<file path="config.mk">
export PLATFORM = sky130hd
export DESIGN_NAME = sound_event_queue
export DESIGN_NICKNAME = d
export VERILOG_FILES = /design/src/rtl/sound_event_queue.sv
export SDC_FILE = /design/constraint.sdc
export NUM_CORES = 1
export LEC_CHECK = 0
export CAP_MARGIN = 10
export CORE_MARGIN = 1
export CORE_UTILIZATION = 50
export CTS_BUF_LIST = sky130_fd_sc_hd__clkbuf_2 sky130_fd_sc_hd__clkbuf_4 sky130_fd_sc_hd__clkbuf_8
export CTS_CLUSTER_DIAMETER = 80
export DETAILED_ROUTE_END_ITERATION = 7
export PLACE_DENSITY_LB_ADDON = 0.3
export SLEW_MARGIN = 40
export SYNTH_ARGS = -nofsm -noshare
export SYNTH_HDL_FRONTEND = slang
export SYNTH_SLANG_ARGS = --single-unit
</file>
<file path="constraint.sdc">
create_clock -name clk -period 2.3 [get_ports clk]
set_clock_uncertainty 0.1 [all_clocks]
set_input_delay 0.46 -clock clk [delete_from_list [all_inputs] [get_ports clk]]
set_output_delay 0.46 -clock clk [all_outputs]
set_load 0.05 [all_outputs]
</file>
<file path="src/rtl/sound_event_queue.sv">
// sound_event_queue: queues game sound events and replays them one at a time to the piezo engine.
// Optional feature: define SOUND_QUEUE_PREEMPT_EN so that a game-over (code 7) request flushes the queue and preempts playback.
module sound_event_queue #(
  parameter int DEPTH        = 4,
  parameter int GAP_CYCLES   = 1000000,
  parameter int BUSY_TIMEOUT = 16
) (
  input  logic                     clk,
  input  logic                     rstn,
  input  logic [6:0]               evt_req,
  input  logic                     start,
  output logic [2:0]               sound_code,
  output logic                     play_sound,
  output logic [$clog2(DEPTH):0]   q_count,
  output logic                     drop
);
  localparam int AW = $clog2(DEPTH);
  typedef enum logic [1:0] {IDLE, WAIT_BUSY, WAIT_DONE, GAP} state_t;
  state_t st, ns;
  logic [2:0] mem [DEPTH];
  logic [AW-1:0] rd, wr;
  logic [23:0] cnt, cnt_n;
  logic [2:0] code;
  logic multi, push, pop, full, accept, issue, flush, pend, drop_n;
  // Highest set strobe wins; any extra strobes in the same cycle are lost.
  always_comb begin
    code = 3'd0;
    for (int i = 0; i < 7; i++) if (evt_req[i]) code = 3'(i + 1);
  end
  assign multi = (evt_req & (evt_req - 7'd1)) != 7'd0;
  assign push  = |evt_req;
  assign full  = q_count == (AW+1)'(DEPTH);
`ifdef SOUND_QUEUE_PREEMPT_EN
  assign flush = evt_req[6];
`else
  assign flush = 1'b0;
`endif
  assign pop    = st == IDLE && q_count != '0 && !pend;
  assign accept = push && !flush && (!full || pop);
  assign drop_n = multi || (push && !flush && full && !pop) ||
                  (flush && (q_count - (AW+1)'(pop)) != '0);
  // Next state and counter; a pending preempt overrides the normal flow.
  always_comb begin
    ns    = st;
    cnt_n = cnt;
    issue = 1'b0;
    case (st)
      IDLE:      if (q_count != '0) begin issue = 1'b1; ns = WAIT_BUSY; end
      WAIT_BUSY: if (start) ns = WAIT_DONE;
                 else if (cnt >= 24'(BUSY_TIMEOUT - 1)) ns = GAP;
                 else cnt_n = cnt + 24'd1;
      WAIT_DONE: if (!start) ns = GAP;
      GAP:       if (cnt >= 24'(GAP_CYCLES - 1)) ns = IDLE;
                 else cnt_n = cnt + 24'd1;
      default:   ns = IDLE;
    endcase
    if (pend) begin
      issue = 1'b1;
      ns    = WAIT_BUSY;
    end
    if (ns != st || pend) cnt_n = 24'd0;
  end
  // FIFO storage needs no reset; occupancy and pointers define validity.
  always_ff @(posedge clk) begin
    if (accept) mem[wr] <= code;
  end
  // State, pointers, occupancy and registered outputs.
  always_ff @(posedge clk or negedge rstn) begin
    if (!rstn) begin
      st         <= IDLE;
      cnt        <= 24'd0;
      rd         <= '0;
      wr         <= '0;
      q_count    <= '0;
      pend       <= 1'b0;
      play_sound <= 1'b0;
      sound_code <= 3'd0;
      drop       <= 1'b0;
    end else begin
      st         <= ns;
      cnt        <= cnt_n;
      pend       <= flush;
      play_sound <= issue;
      drop       <= drop_n;
      if (issue) sound_code <= pend ? 3'd7 : mem[rd];
      rd         <= flush ? wr : rd + AW'(pop);
      wr         <= wr + AW'(accept);
      q_count    <= flush ? '0 : q_count + (AW+1)'(accept) - (AW+1)'(pop);
    end
  end
endmodule

</file>
# Word-level counts from Yosys, hierarchy flattened
# Memories as Yosys holds them, arrays and structs flattened. A register that Yosys moved wholly into a read port is not among the register bits.
# Cells that the tools add are included.
[word_totals]
register_bits = 35
ramBits = 12
output_inout_bits = 8
word_cells = 62
memories = 1
[classes]
addsub = 6
order_cmp = 2
n_eq_ne = 8
mux = 22
bitwise = 1
n_reduce_logical = 15
[mem_list]
columns = ["name", "words", "width", "rd", "rd_ports_with_merged_regs", "write_ports", "line_no", "rtl"]
rows = [
  ["mem", 4, 3, 1, 1, 1, "20", "logic [2:0] mem [DEPTH];"],
]
[ops]
columns = ["cell", "n"]
rows = [
  ["2-to-1 mux 24 bit", 4],
  ["one-hot mux 24 bit (2 select lines)", 1],
  ["adder 24 x 1 -> 24 bit (second input constant)", 1],
  [">= comparator 24 x 20 -> 1 bit (second input constant)", 1],
  [">= comparator 24 x 4 -> 1 bit (second input constant)", 1],
  ["2-to-1 mux 2 bit", 7],
  ["2-to-1 mux 3 bit", 4],
  ["!= test 3 bit (second input constant)", 3],
  ["one-hot mux 2 bit (4 select lines)", 1],
  ["AND 7 bit", 1],
  ["nonzero test 7 bit", 1],
  ["OR reduction 7 bit", 1],
  ["subtractor 7 x 1 -> 7 bit (second input constant)", 1],
  ["nonzero test 3 bit", 2],
  ["2-to-1 mux 1 bit", 5],
  ["adder 2 x 1 -> 2 bit", 2],
  ["== test 2 bit (second input constant)", 2],
  ["logical AND 1 bit", 4],
  ["AND reduction 4 bit", 1],
  ["adder 3 x 1 -> 3 bit", 1],
  ["== test 3 bit (second input constant)", 1],
  ["zero test 1 bit", 3],
  ["subtractor 3 x 1 -> 3 bit", 1],
  ["== test 2 x 1 -> 1 bit (second input constant)", 1],
  ["other kinds (3)", 4],
]

# Depth between registers and ports, before layout
# Gate-level depths: netlist of the first run.
[depth]
word_depth = 7
ltp_mapped = 11
mapped_depth_nobuf = 10

# Worst setup path before layout of the first run
# Ideal clock, no wire load.
[synth_timing]
kind = "flip-flop to flip-flop"
start = "register q_count[1]"
end = "register q_count[2]"
setup_ns = 0.145
t_arrival_ns = 2.498
setup_slack_ns = -0.443
stages_incl_launch_ff = 12
path_buffers = 1
path_cell_list = "dfrtp_1 -> or3_1 -> clkbuf_1 -> nand2b_1 -> inv_1 -> ha_1 -> inv_1 -> ha_1 -> inv_1 -> fa_1 -> xnor2_1 -> xnor2_1"
[synth_via]
elab_chain_len = 6
[synth_lines]
columns = ["element", "line_no", "rtl"]
rows = [
  ["from (decl)", "14", "output logic [$clog2(DEPTH):0] q_count,"],
  ["from (signal assigned)", "88", "q_count <= flush ? '0 : q_count + (AW+1)'(accept) - (AW+1)'(pop);"],
  ["== test 3 bit / nonzero test 3 bit (equally long branches)", "32, 38", ""],
  ["zero test 1 bit / logical AND 1 bit (equally long branches)", "39, 38", ""],
  ["logical OR 1 bit", "39", "assign accept = push && !flush && (!full || pop);"],
  ["logical AND 1 bit", "39", ""],
  ["adder 3 x 1 -> 3 bit", "88", ""],
  ["subtractor 3 x 1 -> 3 bit *", "88", ""],
]
# Mark *: on every way between the ends. The rest lies on a longest branch, timed or not.
# A chain may end at the register's enable or synchronous reset.

# Worst setup path in the final report of the first run
[layout_timing]
start = "register q_count[2]"
end = "register q_count[2]"
# The elaborated chain is that of the path after synthesis.

==> results of run 1 <==
cell families (layout without fill, tap and decap cells):
family,Yosys count,count (layout),synth area share
buffers and inverters,17,70,0.03157
AND/OR/NAND/NOR,106,106,0.2230
flip-flops,50,50,0.5170
adder cells (fa/ha/maj),7,7,0.03651
AO/OA/AOI/OAI,31,31,0.07893
XOR/XNOR,20,20,0.06907
multiplexers,7,7,0.04390
power by group through the flow:
stage / clock, mW / combinational [mW] / sequential [mW]
after detailed placement: 0 / 0.855 / 1.21
after floorplan: 0 / 0.426 / 1.31
after CTS: 0.532 / 0.870 / 1.19
after global routing: 0.555 / 0.954 / 1.22
after global placement: 0 / 0.832 / 1.21
final: 0.510 / 0.864 / 1.20
cell type report:
cell class                 count  area [sq um]  share of cell area
timing repair buffer          54         456.7              0.1430
tap                           67         83.83             0.02625
clock buffer                   5         68.82             0.02155
clock inverter                 3         20.02            0.006270
multi-input combinational    171          1216              0.3809
sequential                    50          1315              0.4118
inverter                       8         32.53             0.01019
registers in the layout (all words and copies together), names as in the netlist:
| name | flops |
|---|---|
| cnt | 24 |
| drop | 1 |
| mem | 12 |
| play_sound | 1 |
| q_count | 3 |
| rd | 2 |
| sound_code | 3 |
| st | 2 |
| wr | 2 |
worst paths after layout:
kind                                     from  depth (start not counted)             to  slack [ns]
worst max-delay path               q_count[2]                         10     q_count[2]        0.07
worst min-delay path                     rstn                          1        cnt[16]      -0.003
worst max register to register     q_count[2]                         10     q_count[2]        0.07
worst min register to register  sound_code[2]                          1  sound_code[2]        0.41
max in group asynchronous                rstn                          2          st[1]        1.69
min in group clk                sound_code[2]                          1  sound_code[2]        0.41
stage by stage:
stage                     setup WS [ns]    util  instance area, sq um
final                           0.07167  0.6629                  3193
after global placement          -0.4932  0.6377                  3072
after detailed placement        -0.5626  0.6377                  3072
after floorplan                 -0.1543       -                  2595
after CTS                       0.02964  0.6587                  3173
after global routing          0.0006917  0.6629                  3193
layout by cell type, fill, tap and decap left out, drive strengths merged, types with 8 or more instances in the layout:
master	count
buf	38
clkdlybuf4s50	12
dfrtp	38
edfxtp	12
inv	9
nand2	16
nand3	8
nor2	17
nor3	30
o21ai	8
xnor2	13
per-layer routing:
layer / part of all wire / vias up
met5: 0 / -
met4: 0.0077 / 0
met3: 0.048 / 4
met2: 0.47 / 39
met1: 0.47 / 951
li1: - / 978
repair_timing:
| action | 4_1_cts | 5_1_grt |
|---|---|---|
| gates resized for setup | 5 | 4 |
| pin swaps | 4 | 1 |
| buffers inserted | 1 | 0 |
| endpoints found under the setup margin | 2 | 6 |
==> flow_summary_export.csv, run 1 <==
group,metric,value,unit
global_routing,grt_pass1_vias,1912,
global_routing,grt.total_usage,0.2192,
placed_design,dp_cells,349,
final_layout,n_fill_cell,408,
pwr,powerDensity,804.6,mW/mm^2
pwr,cellInternalPower,1.713,mW
global_routing,busiest_layer,"met2",
critical_path,crit_family,"adder cells",
logic_synthesis,netlist_area,0.002536,sq mm
pwr,p_sw,0.8561,mW
pwr,power.leakage,1.329,nW
cts,hold_buffers,0,
global_routing,grt.met2_usage,0.3498,
logic_synthesis,synthFlopType,"dfrtp_1",
critical_path,cpMaxStageDelayCell,"or3_1",
logic_synthesis,ys_seq_elements,50,
critical_path,crit_type,"flip-flop to flip-flop",
cts,path_clk_slew,0.09,ns
sta,period_needed,2.228,ns
final_layout,area_delta_synth_final,25.90,%
floorplan,die_area,0.005361,sq mm
routing,drtIter0Drc,113,
final_layout,diodes,0,
floorplan,core,0.004817,sq mm
global_routing,antenna_found_initial,0,
logic_synthesis,synth_top_cell_by_area,"dfrtp_1",
critical_path,critPathMaxFanout,3,
routing,firstDrtPassIters,4,
sta,setup_viol,0,
sta,holdWs,-0.003192,ns
pwr,switching_share,0.3332,
critical_path,critPathMaxStageDelay,0.43,ns
routing,vias,1972,
routing,wl,5047,microns
floorplan,start_util,0.5265,
floorplan,die_w,73.22,microns
logic_synthesis,synth_common_cells,"38 x dfrtp_1, 30 x nor3_1, 17 x nor2_1, 16 x nand2_1, 13 x xnor2_1",
final_layout,drive_gt1_frac,0.2440,
cts,clock_path_buffers,2,
final_layout,fin_cells,358,
floorplan,io_pins,18,
min_path,min_path_type,"input port to async pin",
status,status,"finished with violations",
sta,finalHoldViolCount,5,
global_routing,use_met1,0.3019,
logic_synthesis,synthTopCellsByArea,"dfrtp_1 37%, edfxtp_1 14%, nor3_1 5.9%",
sta,slew_headroom,0.6497,
final_layout,nNetsFinal,306,
cts,h-tree-depth,2,
sta,rsz0062_at_grt,"no",
global_routing,overflow,0,
pwr,seqPwrFrac,0.465,
placed_design,place_congestion,0.8601,
sta,slew_viol_final,0,
routing,antenna_left,0,
logic_synthesis,syn_inst,238,
critical_path,crit_path_end_kind,"flip-flop",
pwr,power,2.569,mW
sta,setup_tns,0,ns
critical_path,worst_setup_path_start_kind,"flip-flop",
global_routing,grt_first_pass_wirelength,8797,microns
global_routing,use_met3,0.04972,
critical_path,worstPathRequired,2.40,ns
cts,cts_num_sinks,50,
routing,drc_errors,0,
run,maxCapViolCount,0,
logic_synthesis,syn_area_per_cell,10.66,sq um
routing,wl_per_cell,14.10,microns
critical_path,crit_arrival,2.32,ns
logic_synthesis,yosysUniqueCellTypes,44,
placed_design,hpwl,3810,microns
logic_synthesis,async_flop_share,0.7600,
placed_design,numPortBuffers,17,
sta,clock.fmax,448.8,MHz
cts,worstSkewPairLatency,0.30,ns
sta,worst_pin_slew,0.5238,ns
cts,cts_tree,"built",
logic_synthesis,synth_edf_count,12,
critical_path,crit_buf_inv,3,
pwr,max-vdd-ir-drop,1.074,mV
logic_synthesis,yosys_warnings,0,
logic_synthesis,synth_nets,254,
logic_synthesis,synth.top_cell.area_share,0.3749,
logic_synthesis,synth_most_common_cell,"dfrtp_1",
floorplan,die_h,73.22,microns
critical_path,critical_path.cell_chain,"or3_1 > nand2b_4 > inv_4 > ha_4 > inv_2 > ha_4 > inv_2 > fa_2 > xnor2_2 > xnor2_1",
sta,post-route-period-util,0.9688,
status,violations,"negative hold slack",
cts,numCtsBuffers,5,
cts,cts_root_buf,"clkbuf_8",
pwr,power.share.combinational,0.336,
global_routing,grt_max_degree,39,
routing,via_per_inst,5.508,
pwr,clkPwrFrac,0.198,
logic_synthesis,ys_seq_area_frac,0.5170,
floorplan,rows,25,
(Power assumes the default switching activity.)
==> inputs of run 2 (changes only) <==
--- a/config.mk
+++ b/config.mk
@@ -10,6 +10,7 @@
 export CORE_UTILIZATION = 50
 export CTS_BUF_LIST = sky130_fd_sc_hd__clkbuf_2 sky130_fd_sc_hd__clkbuf_4 sky130_fd_sc_hd__clkbuf_8
 export CTS_CLUSTER_DIAMETER = 80
+export CTS_CLUSTER_SIZE = 28
 export DETAILED_ROUTE_END_ITERATION = 7
 export PLACE_DENSITY_LB_ADDON = 0.3
 export SLEW_MARGIN = 40
==> results of run 2 <==
The final DEF is identical to that of run 1; final timing and power are the same.
